--- src/rtl/symbol_chip_spreader_if.sv ---
// Symbol/chip stream bundle between the inFIFO, the spreader and the O-QPSK mapper.
// The master side feeds symbols and run control; the slave side is the spreader.
interface symbol_chip_spreader_if;
  logic       inEnable;
  logic [3:0] inData;
  logic       inEmpty;
  logic       outReadEnable;
  logic       outChip;
  logic       outChipValid;
  logic       outSymbolStart;
  logic       outBusy;

  modport master (
    output inEnable, inData, inEmpty,
    input  outReadEnable, outChip, outChipValid, outSymbolStart, outBusy
  );

  modport slave (
    input  inEnable, inData, inEmpty,
    output outReadEnable, outChip, outChipValid, outSymbolStart, outBusy
  );
endinterface

--- src/rtl/symbol_chip_spreader.sv ---
// DSSS spreader: pops 4-bit symbols from the inFIFO, maps each to its 32-chip
// 802.15.4 PN sequence and streams the chips serially, c0 first. A one-entry
// prefetch buffer keeps back-to-back symbols gapless.
module symbol_chip_spreader #(
  parameter int CYCLES_PER_CHIP = 1
) (
  input logic                   inClock,
  input logic                   inReset,
  symbol_chip_spreader_if.slave bus
);

  localparam int                CNT_W      = $clog2(CYCLES_PER_CHIP) + 1;
  localparam logic [CNT_W-1:0]  LAST_CYCLE = CNT_W'(CYCLES_PER_CHIP - 1);
  // Symbol 0 with c0 in bit 31, so the chip on air is always the MSB.
  localparam logic [31:0]       BASE_CHIPS = 32'hD9C3_522E;
  // Odd chip indices sit on even bit positions in the MSB-first layout.
  localparam logic [31:0]       ODD_MASK   = 32'h5555_5555;

  typedef enum logic {IDLE, SPREAD} stateT;

  // Symbol k (k<8) is symbol 0 rotated right by 4k chips; symbols 8..15 also
  // invert every odd-index chip.
  function automatic logic [31:0] chipsFor(input logic [3:0] symbol);
    logic [63:0] doubled;
    logic [31:0] rotated;
    doubled = {BASE_CHIPS, BASE_CHIPS};
    rotated = doubled[{1'b0, symbol[2:0], 2'b00} +: 32];
    if (symbol[3]) rotated = rotated ^ ODD_MASK;
    return rotated;
  endfunction

  stateT            state;
  logic [31:0]      shiftReg;
  logic [3:0]       buffer;
  logic             bufFull;
  logic             readInFlight;
  logic [4:0]       chipIndex;
  logic [CNT_W-1:0] cycleCount;

  logic       haveNext;
  logic [3:0] nextSymbol;
  logic       lastCycle;
  logic       endOfSymbol;
  logic       loadSymbol;
  logic       popNow;

  // A symbol arriving from the FIFO this cycle is used directly, bypassing the
  // buffer, so an idle spreader starts c0 two cycles after the pop and a read
  // landing on the last cycle of c31 still keeps the stream gapless.
  assign haveNext    = bufFull | readInFlight;
  assign nextSymbol  = bufFull ? buffer : bus.inData;
  assign lastCycle   = (cycleCount == LAST_CYCLE);
  assign endOfSymbol = (state == SPREAD) && lastCycle && (chipIndex == 5'd31);
  assign loadSymbol  = bus.inEnable && haveNext && ((state == IDLE) || endOfSymbol);
  assign popNow      = bus.inEnable && !bus.inEmpty && !bufFull && !readInFlight && !inReset;

  assign bus.outReadEnable  = popNow;
  assign bus.outChip        = shiftReg[31];
  assign bus.outChipValid   = (state == SPREAD) && bus.inEnable;
  assign bus.outSymbolStart = bus.outChipValid && (chipIndex == 5'd0);
  assign bus.outBusy        = bufFull || readInFlight || (state != IDLE);

  // Prefetch buffer, read tracking and chip sequencer; everything holds while
  // inEnable is low except the capture of a read already in flight.
  // NOTE: state uses non-blocking assignments so every branch sees pre-edge values.
  always_ff @(posedge inClock) begin
    if (inReset) begin
      // NOTE: buffer and shift register are cleared too, so a symbol popped
      // before reset can never leak chips afterwards.
      state        <= IDLE;
      shiftReg     <= '0;
      buffer       <= '0;
      bufFull      <= 1'b0;
      readInFlight <= 1'b0;
      chipIndex    <= '0;
      cycleCount   <= '0;
    end else begin
      readInFlight <= popNow;

      if (loadSymbol) begin
        bufFull <= 1'b0;
      end else if (readInFlight) begin
        buffer  <= bus.inData;
        bufFull <= 1'b1;
      end

      if (loadSymbol) begin
        shiftReg   <= chipsFor(nextSymbol);
        chipIndex  <= '0;
        cycleCount <= '0;
        state      <= SPREAD;
      end else if ((state == SPREAD) && bus.inEnable) begin
        if (lastCycle) begin
          cycleCount <= '0;
          if (chipIndex == 5'd31) begin
            state <= IDLE;
          end else begin
            shiftReg  <= shiftReg << 1;
            chipIndex <= chipIndex + 5'd1;
          end
        end else begin
          cycleCount <= cycleCount + 1'b1;
        end
      end
    end
  end

endmodule
--- src/flat_wrapper.sv ---
// flat-port wrapper written by rule: the top's interface ports become plain ports
module symbol_chip_spreader_flat 
#(
  parameter int CYCLES_PER_CHIP = 1
)
  (inClock, inReset, bus_inEnable, bus_inData, bus_inEmpty, bus_outReadEnable, bus_outChip, bus_outChipValid, bus_outSymbolStart, bus_outBusy);
  symbol_chip_spreader_if bus_i ();
  input logic inClock;
  input logic inReset;
  input wire logic [$bits(bus_i.inEnable)-1:0] bus_inEnable;
  input wire logic [$bits(bus_i.inData)-1:0] bus_inData;
  input wire logic [$bits(bus_i.inEmpty)-1:0] bus_inEmpty;
  output wire logic [$bits(bus_i.outReadEnable)-1:0] bus_outReadEnable;
  output wire logic [$bits(bus_i.outChip)-1:0] bus_outChip;
  output wire logic [$bits(bus_i.outChipValid)-1:0] bus_outChipValid;
  output wire logic [$bits(bus_i.outSymbolStart)-1:0] bus_outSymbolStart;
  output wire logic [$bits(bus_i.outBusy)-1:0] bus_outBusy;
  assign bus_i.inEnable = bus_inEnable;
  assign bus_i.inData = bus_inData;
  assign bus_i.inEmpty = bus_inEmpty;
  assign bus_outReadEnable = bus_i.outReadEnable;
  assign bus_outChip = bus_i.outChip;
  assign bus_outChipValid = bus_i.outChipValid;
  assign bus_outSymbolStart = bus_i.outSymbolStart;
  assign bus_outBusy = bus_i.outBusy;
  symbol_chip_spreader #(.CYCLES_PER_CHIP(CYCLES_PER_CHIP)) u_core (.inClock(inClock), .inReset(inReset), .bus(bus_i));
endmodule
--- config.mk ---
export PLATFORM = sky130hd
export DESIGN_NAME = symbol_chip_spreader_flat
export DESIGN_NICKNAME = d
export VERILOG_FILES = /design/src/rtl/symbol_chip_spreader_if.sv /design/src/rtl/symbol_chip_spreader.sv /design/src/flat_wrapper.sv
export SDC_FILE = /design/constraint.sdc
export NUM_CORES = 1
export LEC_CHECK = 0
export BUFFER_PORTS_ARGS = -buffer_cell sky130_fd_sc_hd__buf_2
export CAP_MARGIN = 20
export CORE_MARGIN = 5
export CORE_UTILIZATION = 55
export DETAILED_ROUTE_END_ITERATION = 8
export HOLD_SLACK_MARGIN = 0.15
export PLACE_DENSITY = 0.73
export SLEW_MARGIN = 20
export SYNTH_ARGS = -nofsm -noshare
export SYNTH_HDL_FRONTEND = slang
export SYNTH_SLANG_ARGS = --single-unit
--- constraint.sdc ---
create_clock -name inClock -period 7.3 [get_ports inClock]
set_clock_uncertainty 0.15 [all_clocks]
set_input_delay 0 -clock inClock [delete_from_list [all_inputs] [get_ports inClock]]
set_output_delay 0 -clock inClock [all_outputs]
set_load 0.005 [all_outputs]
==> results of run 1 <==
## flip-flops by register name, indices dropped and copies added (netlist names)
register,cells
u_core.shiftReg,32
u_core.bufFull,1
u_core.readInFlight,1
u_core.state,1
u_core.chipIndex,5
u_core.buffer,4
## worst max path at each step
stage | from | end | slack (ns)
3_5_place_dp | u_core.bufFull$_SDFFE_PP0P_ | u_core.shiftReg[2]$_SDFFE_PP0P_ | 4.01
2_1_floorplan | u_core.bufFull$_SDFFE_PP0P_ | u_core.shiftReg[20]$_SDFFE_PP0P_ | 4.98
3_3_place_gp | u_core.bufFull$_SDFFE_PP0P_ | u_core.shiftReg[20]$_SDFFE_PP0P_ | 4.23
5_1_grt | u_core.chipIndex[0]$_SDFFE_PP0P_ | u_core.buffer[2]$_SDFFE_PP0P_ | 3.61
6_report | u_core.chipIndex[0]$_SDFFE_PP0P_ | u_core.buffer[0]$_SDFFE_PP0P_ | 3.85
4_1_cts | u_core.chipIndex[0]$_SDFFE_PP0P_ | u_core.buffer[0]$_SDFFE_PP0P_ | 3.89
## per-stage QoR
step,power (mW),area (um^2)
after floorplan,0.363,2560
after global routing,0.571,2770
after CTS,0.541,2770
after detailed placement,0.382,2560
final,0.535,2770
after global placement,0.381,2560
## final cells by class
| class | count | area, um^2 |
|---|---|---|
| flip-flops and latches | 44 | 881 |
| fillers | 406 | 1670 |
| repair buffers | 26 | 195 |
| well taps | 52 | 65.1 |
| clock buffers | 5 | 68.8 |
| inverters | 4 | 15.0 |
| clock inverters | 3 | 18.8 |
| multi-input cells | 233 | 1530 |
## logic make-up (layout without fill, tap and decap cells)
logic type / after synthesis / count (layout) / share of synthesized area
adders and majority gates: 9 / 9 / 0.0440
xor gates and xnor gates: 19 / 19 / 0.0651
AOI/OAI and AO/OA: 79 / 79 / 0.227
DFF: 44 / 44 / 0.344
buffers and inverters: 27 / 38 / 0.0592
and+or+nand+nor: 112 / 112 / 0.193
muxes: 14 / 14 / 0.0680
## tightest hold or removal path: stages (launching register included)
cell,delay (ns)
dfxtp_1,0.32
nand2_1,0.05
a21oi_1,0.05
## report_power, final
group,total [mW],switching (mW),leakage [nW],internal (mW)
Combinational,0.116,0.0685,0.641,0.0477
Sequential,0.266,0.0114,0.358,0.254
Clock,0.153,0.0866,0.0479,0.0668
## layout by cell type, fill, tap and decap left out, types with 9 or more instances in the layout
master	synthesis	layout
ha_1	9	9
a21oi_1	19	19
xor2_1	9	9
nor2_1	59	58
nor3_1	15	15
nand2_1	20	20
xnor2_1	10	10
dfxtp_1	44	44
o211ai_1	9	9
a211oi_1	13	13
mux2i_1	9	9
buf_2	12	12
dlygate4sd3_1	0	12
## layer usage
metal,part of all wire,track usage,vias up
li1,-,-,1100
met1,0.47,0.280,972
met2,0.46,0.318,38
met3,0.057,0.0538,6
met4,0.0098,0.0542,0
met5,0,0,-
==> reports/metrics.cfg, run 1 <==
[status]
status=finished, final reports clean

[synth]
ys_ff_latch=44
synth_flop_cell=dfxtp_1
ys_top_cells_by_area=dfxtp_1 (34%), nor2_1 (8.7%), ha_1 (4.4%)
yosys_warnings=0
yosysSeqAreaShare=0.344
synth_largest_area_cell=dfxtp_1
synth_area_um2=2560
synth.avg_cell_area_um2=8.41
synthArstFlopShare=0
synth.top_cells.by_count=nor2_1 (59), dfxtp_1 (44), nand2_1 (20), a21oi_1 (19), nor3_1 (15)
synth_cell_types=45
synth.most_common_cell=nor2_1
synth_top_area_frac=0.344
syn_nets=321
synth-edff-count=0
synth_cells=304

[place]
port_buffers=12
place_ws_ns=4.01
place_congestion=0.858
dpl.cell_count=347
hpwl_um=3520

[critical_path]
r2r_cells=9
cpMostUsedCell=ha_1
worstPathArrival_ns=3.50
path_cells=ha_1 -> and3_1 -> ha_1 -> nor2b_1 -> or2_1 -> nand2_1 -> mux2i_1 -> nor2_1 -> dlygate4sd3_1
regToRegSetupSlack_ns=3.85
timing.rr.start=u_core.chipIndex[0]$_SDFFE_PP0P_
crit_slowest_cell=or2_1
cp.depth=9
cp-start-kind=flip-flop
slowest_delay_ns=0.70
path_class=flip-flop to flip-flop
critPathTopFamily=simple AND/OR/NAND/NOR gates
crit_fanout=22
path_buf_inv=1
reg2reg_to=u_core.buffer[0]$_SDFFE_PP0P_
cp.required_ns=7.34
cp-end-kind=flip-flop

[clocking]
cts_tree=built
post_cts_buffers=0
hold_buffers=12
ctsHtreeMaxLevel=2
cts_sinks=44
clk_pin_slew_ns=0.09
post_cts_resized=0
cts_buffer_depth=2
cts_root_buf=clkbuf_8
worst_skew_pair.late_latency_ns=0.30
cts_inserted_buffers=5

[sta]
max_slew_margin=0.360
rsz0062_at_grt=false
worst_slack_ns=3.85
slew_viol_final=0
tns_ns=0
post-route-period-util=0.473
fmax_mhz=290
period_needed_ns=3.45
hold_viol_final=0
worst_hold_slack_ns=0.307
worst_slew_pin_slew_ns=0.959
setup_violations=0

[floorplanning]
die_x_um=78.2
num_rows=24
core_um2=4440
start_util=0.575
die_y_um=78.2
io_pins=13
dieArea_um2=6110

[detailed_routing]
wl_per_cell_um=15.3
remaining_drc_errors=0
vias_per_cell=5.77
first_pass_iters=4
ant_nets=0
via_count=2116
drtIter0Drc=187
wl_um=5610

[power_and_ir_drop]
leakage_nw=1.05
peakVddDrop_uv=113
p_per_area_nw_per_um2=193

[global_routing]
grtUsageTotal=0.204
grt_pass1_wl_um=10000
grt_pass1_vias=2000
grt_overflow=0
grt_max_degree=46
grt_antenna_before_repair=0

[finish]
fin_util=0.624
final_nets=331
drive_above_1_share=0.121
area_growth_pct=8.37
antennaDiodeCount=0
final_cells=367

[hold_path]
worstHoldStart=u_core.shiftReg[29]$_SDFFE_PP0P_
hold_depth=2
hold_path_class=flip-flop to flip-flop
whs_endpoint=u_core.shiftReg[29]$_SDFFE_PP0P_

[job]
maxCapViolations=0

Power figures use the tool's default switching activity.
==> run 2: changes to the inputs <==
ABC_AREA = 1   (was default)
clock period = 3.33 ns   (was 7.3 ns; I/O delays follow)
==> reports/metrics.cfg, run 2 <==
[status]
status=finished, final reports clean  ; unchanged

[critical_path]
cp-start-kind=flip-flop  ; unchanged
setup.worst_path.end=u_core.shiftReg[27]$_SDFFE_PP0P_  ; was u_core.buffer[0]$_SDFFE_PP0P_
crit_slowest_cell=a21oi_2  ; was or2_1
critPathTopFamily=compound AO/OA/AOI/OAI gates  ; was simple AND/OR/NAND/NOR gates
timing.rr.start=u_core.chipIndex[0]$_SDFFE_PP0P_  ; unchanged
cp.required_ns=3.43  ; was 7.34 ns
r2r_cells=11  ; was 9
worstPathArrival_ns=2.49  ; was 3.50 ns
path_cells=ha_1 -> nand2_1 -> nor2_1 -> ha_1 -> inv_1 -> a21oi_2 -> buf_4 -> nand2_1 -> nand3_1 -> o211ai_1 -> inv_1  ; was ha_1 -> and3_1 -> ha_1 -> nor2b_1 -> or2_1 -> nand2_1 -> mux2i_1 -> nor2_1 -> dlygate4sd3_1
path_buf_inv=3  ; was 1
path_class=flip-flop to flip-flop  ; unchanged
crit_fanout=18  ; was 22
cp.depth=11  ; was 9
reg2reg_to=u_core.shiftReg[27]$_SDFFE_PP0P_  ; was u_core.buffer[0]$_SDFFE_PP0P_
slowest_delay_ns=0.53  ; was 0.70 ns
cp-startpoint=u_core.chipIndex[0]$_SDFFE_PP0P_  ; unchanged
cp-end-kind=flip-flop  ; unchanged
regToRegSetupSlack_ns=0.94  ; was 3.85 ns

[sta]
period_needed_ns=2.39  ; was 3.45 ns
slew_viol_final=0  ; unchanged
worst_slack_ns=0.936  ; was 3.85 ns
fmax_mhz=418  ; was 290 MHz
rsz0062_at_grt=false  ; unchanged
post-route-period-util=0.719  ; was 0.473
tns_ns=0  ; unchanged
max_slew_margin=0.563  ; was 0.360
setup_violations=0  ; unchanged
worst_slew_pin_slew_ns=0.656  ; was 0.959 ns
hold_viol_final=0  ; unchanged

[synth]
synth.most_common_cell=nand2_1  ; was nor2_1
synth_area_um2=2550  ; was 2560 um^2
synth_top_area_frac=0.345  ; was 0.344
synth_cells=382  ; was 304
synthArstFlopShare=0  ; unchanged
ys_ff_latch=44  ; unchanged
synth-edff-count=0  ; unchanged
yosysSeqAreaShare=0.345  ; was 0.344
ys_top_cells_by_area=dfxtp_1 (34%), nand2_1 (14%), nand3_1 (10%)  ; was dfxtp_1 (34%), nor2_1 (8.7%), ha_1 (4.4%)
synth_cell_types=29  ; was 45
synth_flop_cell=dfxtp_1  ; unchanged
syn_nets=399  ; was 321
yosys_warnings=0  ; unchanged
synth_largest_area_cell=dfxtp_1  ; unchanged
synth.top_cells.by_count=nand2_1 (98), nand3_1 (52), o21ai_0 (47), dfxtp_1 (44), inv_1 (36)  ; was nor2_1 (59), dfxtp_1 (44), nand2_1 (20), a21oi_1 (19), nor3_1 (15)
synth.avg_cell_area_um2=6.69  ; was 8.41 um^2

[place]
hpwl_um=4140  ; was 3520 um
place_ws_ns=0.966  ; was 4.01 ns
place_congestion=0.947  ; was 0.858
dpl.cell_count=430  ; was 347
port_buffers=12  ; unchanged

[global_routing]
grtUsageTotal=0.208  ; was 0.204
grt_pass1_vias=2261  ; was 2,000
grt_overflow=0  ; unchanged
grt_antenna_before_repair=0  ; unchanged
grt_max_degree=41  ; was 46
grt_pass1_wl_um=10500  ; was 10,000 um

[finish]
fillers=428  ; was 406
regArea_um2=881  ; unchanged
antennaDiodeCount=0  ; unchanged
drive_above_1_share=0.0962  ; was 0.121
area_growth_pct=8.67  ; was 8.37%
regMostFlops=u_core.shiftReg  ; unchanged
final_nets=411  ; was 331
layout_common_cells=nand2_1 (98), nand3_1 (52), o21ai_0 (47), dfxtp_1 (44), inv_1 (36)  ; was nor2_1 (58), dfxtp_1 (44), nand2_1 (20), a21oi_1 (19), nor3_1 (15)
multi_input_area_um2=1400  ; was 1530 um^2
fin_util=0.624  ; about the same
final_cells=447  ; was 367
largest_register_ff_count=32  ; unchanged
layout_commonest_cell=nand2_1  ; was nor2_1
reg_top3=u_core.shiftReg: 32 flops, u_core.chipIndex: 5 flops, u_core.buffer: 4 flops  ; unchanged

[power_and_ir_drop]
power_frac_comb=0.218  ; was 0.217
intPower_uw=820  ; was 369 uW
swShare=0.308  ; was 0.311
seqPwrFrac=0.492  ; was 0.496
power.switching_uw=365  ; was 166 uW
peakVddDrop_uv=259  ; was 113 uV
p_per_area_nw_per_um2=427  ; was 193 nW/um^2
clkPwrFrac=0.290  ; was 0.287
leakage_nw=1.24  ; was 1.05 nW

[clocking]
clk_pin_slew_ns=0.08  ; was 0.09 ns
post_cts_buffers=0  ; unchanged
worst_skew_pair.late_latency_ns=0.30  ; about the same
cts_root_buf=clkbuf_8  ; unchanged
cts_buffer_depth=2  ; unchanged
cts_tree=built  ; unchanged
cts_sinks=44  ; unchanged
ctsHtreeMaxLevel=2  ; unchanged
cts_inserted_buffers=5  ; unchanged

[detailed_routing]
vias_per_cell=5.57  ; was 5.77
ant_nets=0  ; unchanged
wl_um=6060  ; was 5610 um
drtIter0Drc=314  ; was 187
first_pass_iters=5  ; was 4
via_count=2488  ; was 2,116
wl_per_cell_um=13.6  ; was 15.3 um
remaining_drc_errors=0  ; unchanged

[floorplanning]
start_util=0.575  ; about the same
io_pins=13  ; unchanged
die_x_um=78.1  ; was 78.2 um
dieArea_um2=6110  ; about the same
core_um2=4440  ; unchanged
die_y_um=78.1  ; was 78.2 um
num_rows=24  ; unchanged

[job]
maxCapViolations=0  ; unchanged

[hold_path]
hold_path_class=flip-flop to flip-flop  ; unchanged

run 2: cell count changes after synthesis, moves of 10 or more:
cell,previous run,this run
a211oi_1,13,0
nor3_1,15,1
inv_1,2,36
nand2_1,20,98
nand3_1,0,52
nor2_1,59,5
a21oi_1,19,35
xnor2_1,10,0
o21ai_0,6,47
run 2: timing repair:
item,CTS,global route
hold buffers,9,0
hold endpoints to repair,19,0
gates resized for setup,0,0
run 2: layer usage:
metal / vias to the layer above / part of all wire / track usage
li1: 1287 / - / -
met1: 1114 / 0.48 / 0.287
met2: 73 / 0.45 / 0.321
met3: 14 / 0.050 / 0.0378
met4: 0 / 0.015 / 0.0857
met5: - / 0 / 0
run 2: worst min-delay path, cell delays in order, from the launching register on:
cell and delay [ns]:
dfxtp_1 0.31, nand2_1 0.06, a21oi_1 0.05
run 2: final cells by class:
type | instances | share of cell area
multi-input cells | 277 | 0.505
repair buffers | 26 | 0.0676
well taps | 52 | 0.0234
flip-flops and latches | 44 | 0.317
inverters | 40 | 0.0541
clock buffers | 8 | 0.0325
run 2: cells by family after synthesis:
group | count (synthesis) | synth area share
and+or+nand+nor | 171 | 0.296
xor gates and xnor gates | 1 | 0.00343
adders and majority gates | 9 | 0.0441
DFF | 44 | 0.345
buffers and inverters | 61 | 0.106
AOI/OAI and AO/OA | 96 | 0.205
run 2: power groups by stage:
| stage | Clock, mW | Combinational, mW | Sequential [mW] |
|---|---|---|---|
| after floorplan | 0 | 0.199 | 0.587 |
| after global placement | 0 | 0.243 | 0.593 |
| after detailed placement | 0 | 0.245 | 0.594 |
| after CTS | 0.352 | 0.254 | 0.582 |
| after global routing | 0.385 | 0.292 | 0.587 |
| final | 0.344 | 0.258 | 0.583 |
run 2: stage by stage:
| stage | area [um^2] | hold WS (ns) | total power, mW |
|---|---|---|---|
| floorplan | 2550 | -0.115 | 0.786 |
| global placement | 2590 | 0.0310 | 0.836 |
| detailed placement | 2590 | 0.0377 | 0.839 |
| CTS | 2780 | 0.320 | 1.19 |
| global route | 2780 | 0.344 | 1.26 |
| finish | 2780 | 0.316 | 1.18 |
run 2: worst min-delay path by stage:
| stage | startpoint | endpoint | slack [ns] | cells past startpoint |
|---|---|---|---|---|
| floorplan | bus_inEmpty | bus_outReadEnable | -0.11 | 1 |
| global placement | bus_inEmpty | u_core.readInFlight$_SDFF_PP0_ | 0.03 | 2 |
| detailed placement | bus_inEmpty | u_core.readInFlight$_SDFF_PP0_ | 0.04 | 2 |
| CTS | u_core.buffer[3]$_SDFFE_PP0P_ | u_core.buffer[3]$_SDFFE_PP0P_ | 0.32 | 2 |
| global route | u_core.buffer[3]$_SDFFE_PP0P_ | u_core.buffer[3]$_SDFFE_PP0P_ | 0.34 | 2 |
| finish | u_core.buffer[3]$_SDFFE_PP0P_ | u_core.buffer[3]$_SDFFE_PP0P_ | 0.32 | 2 |
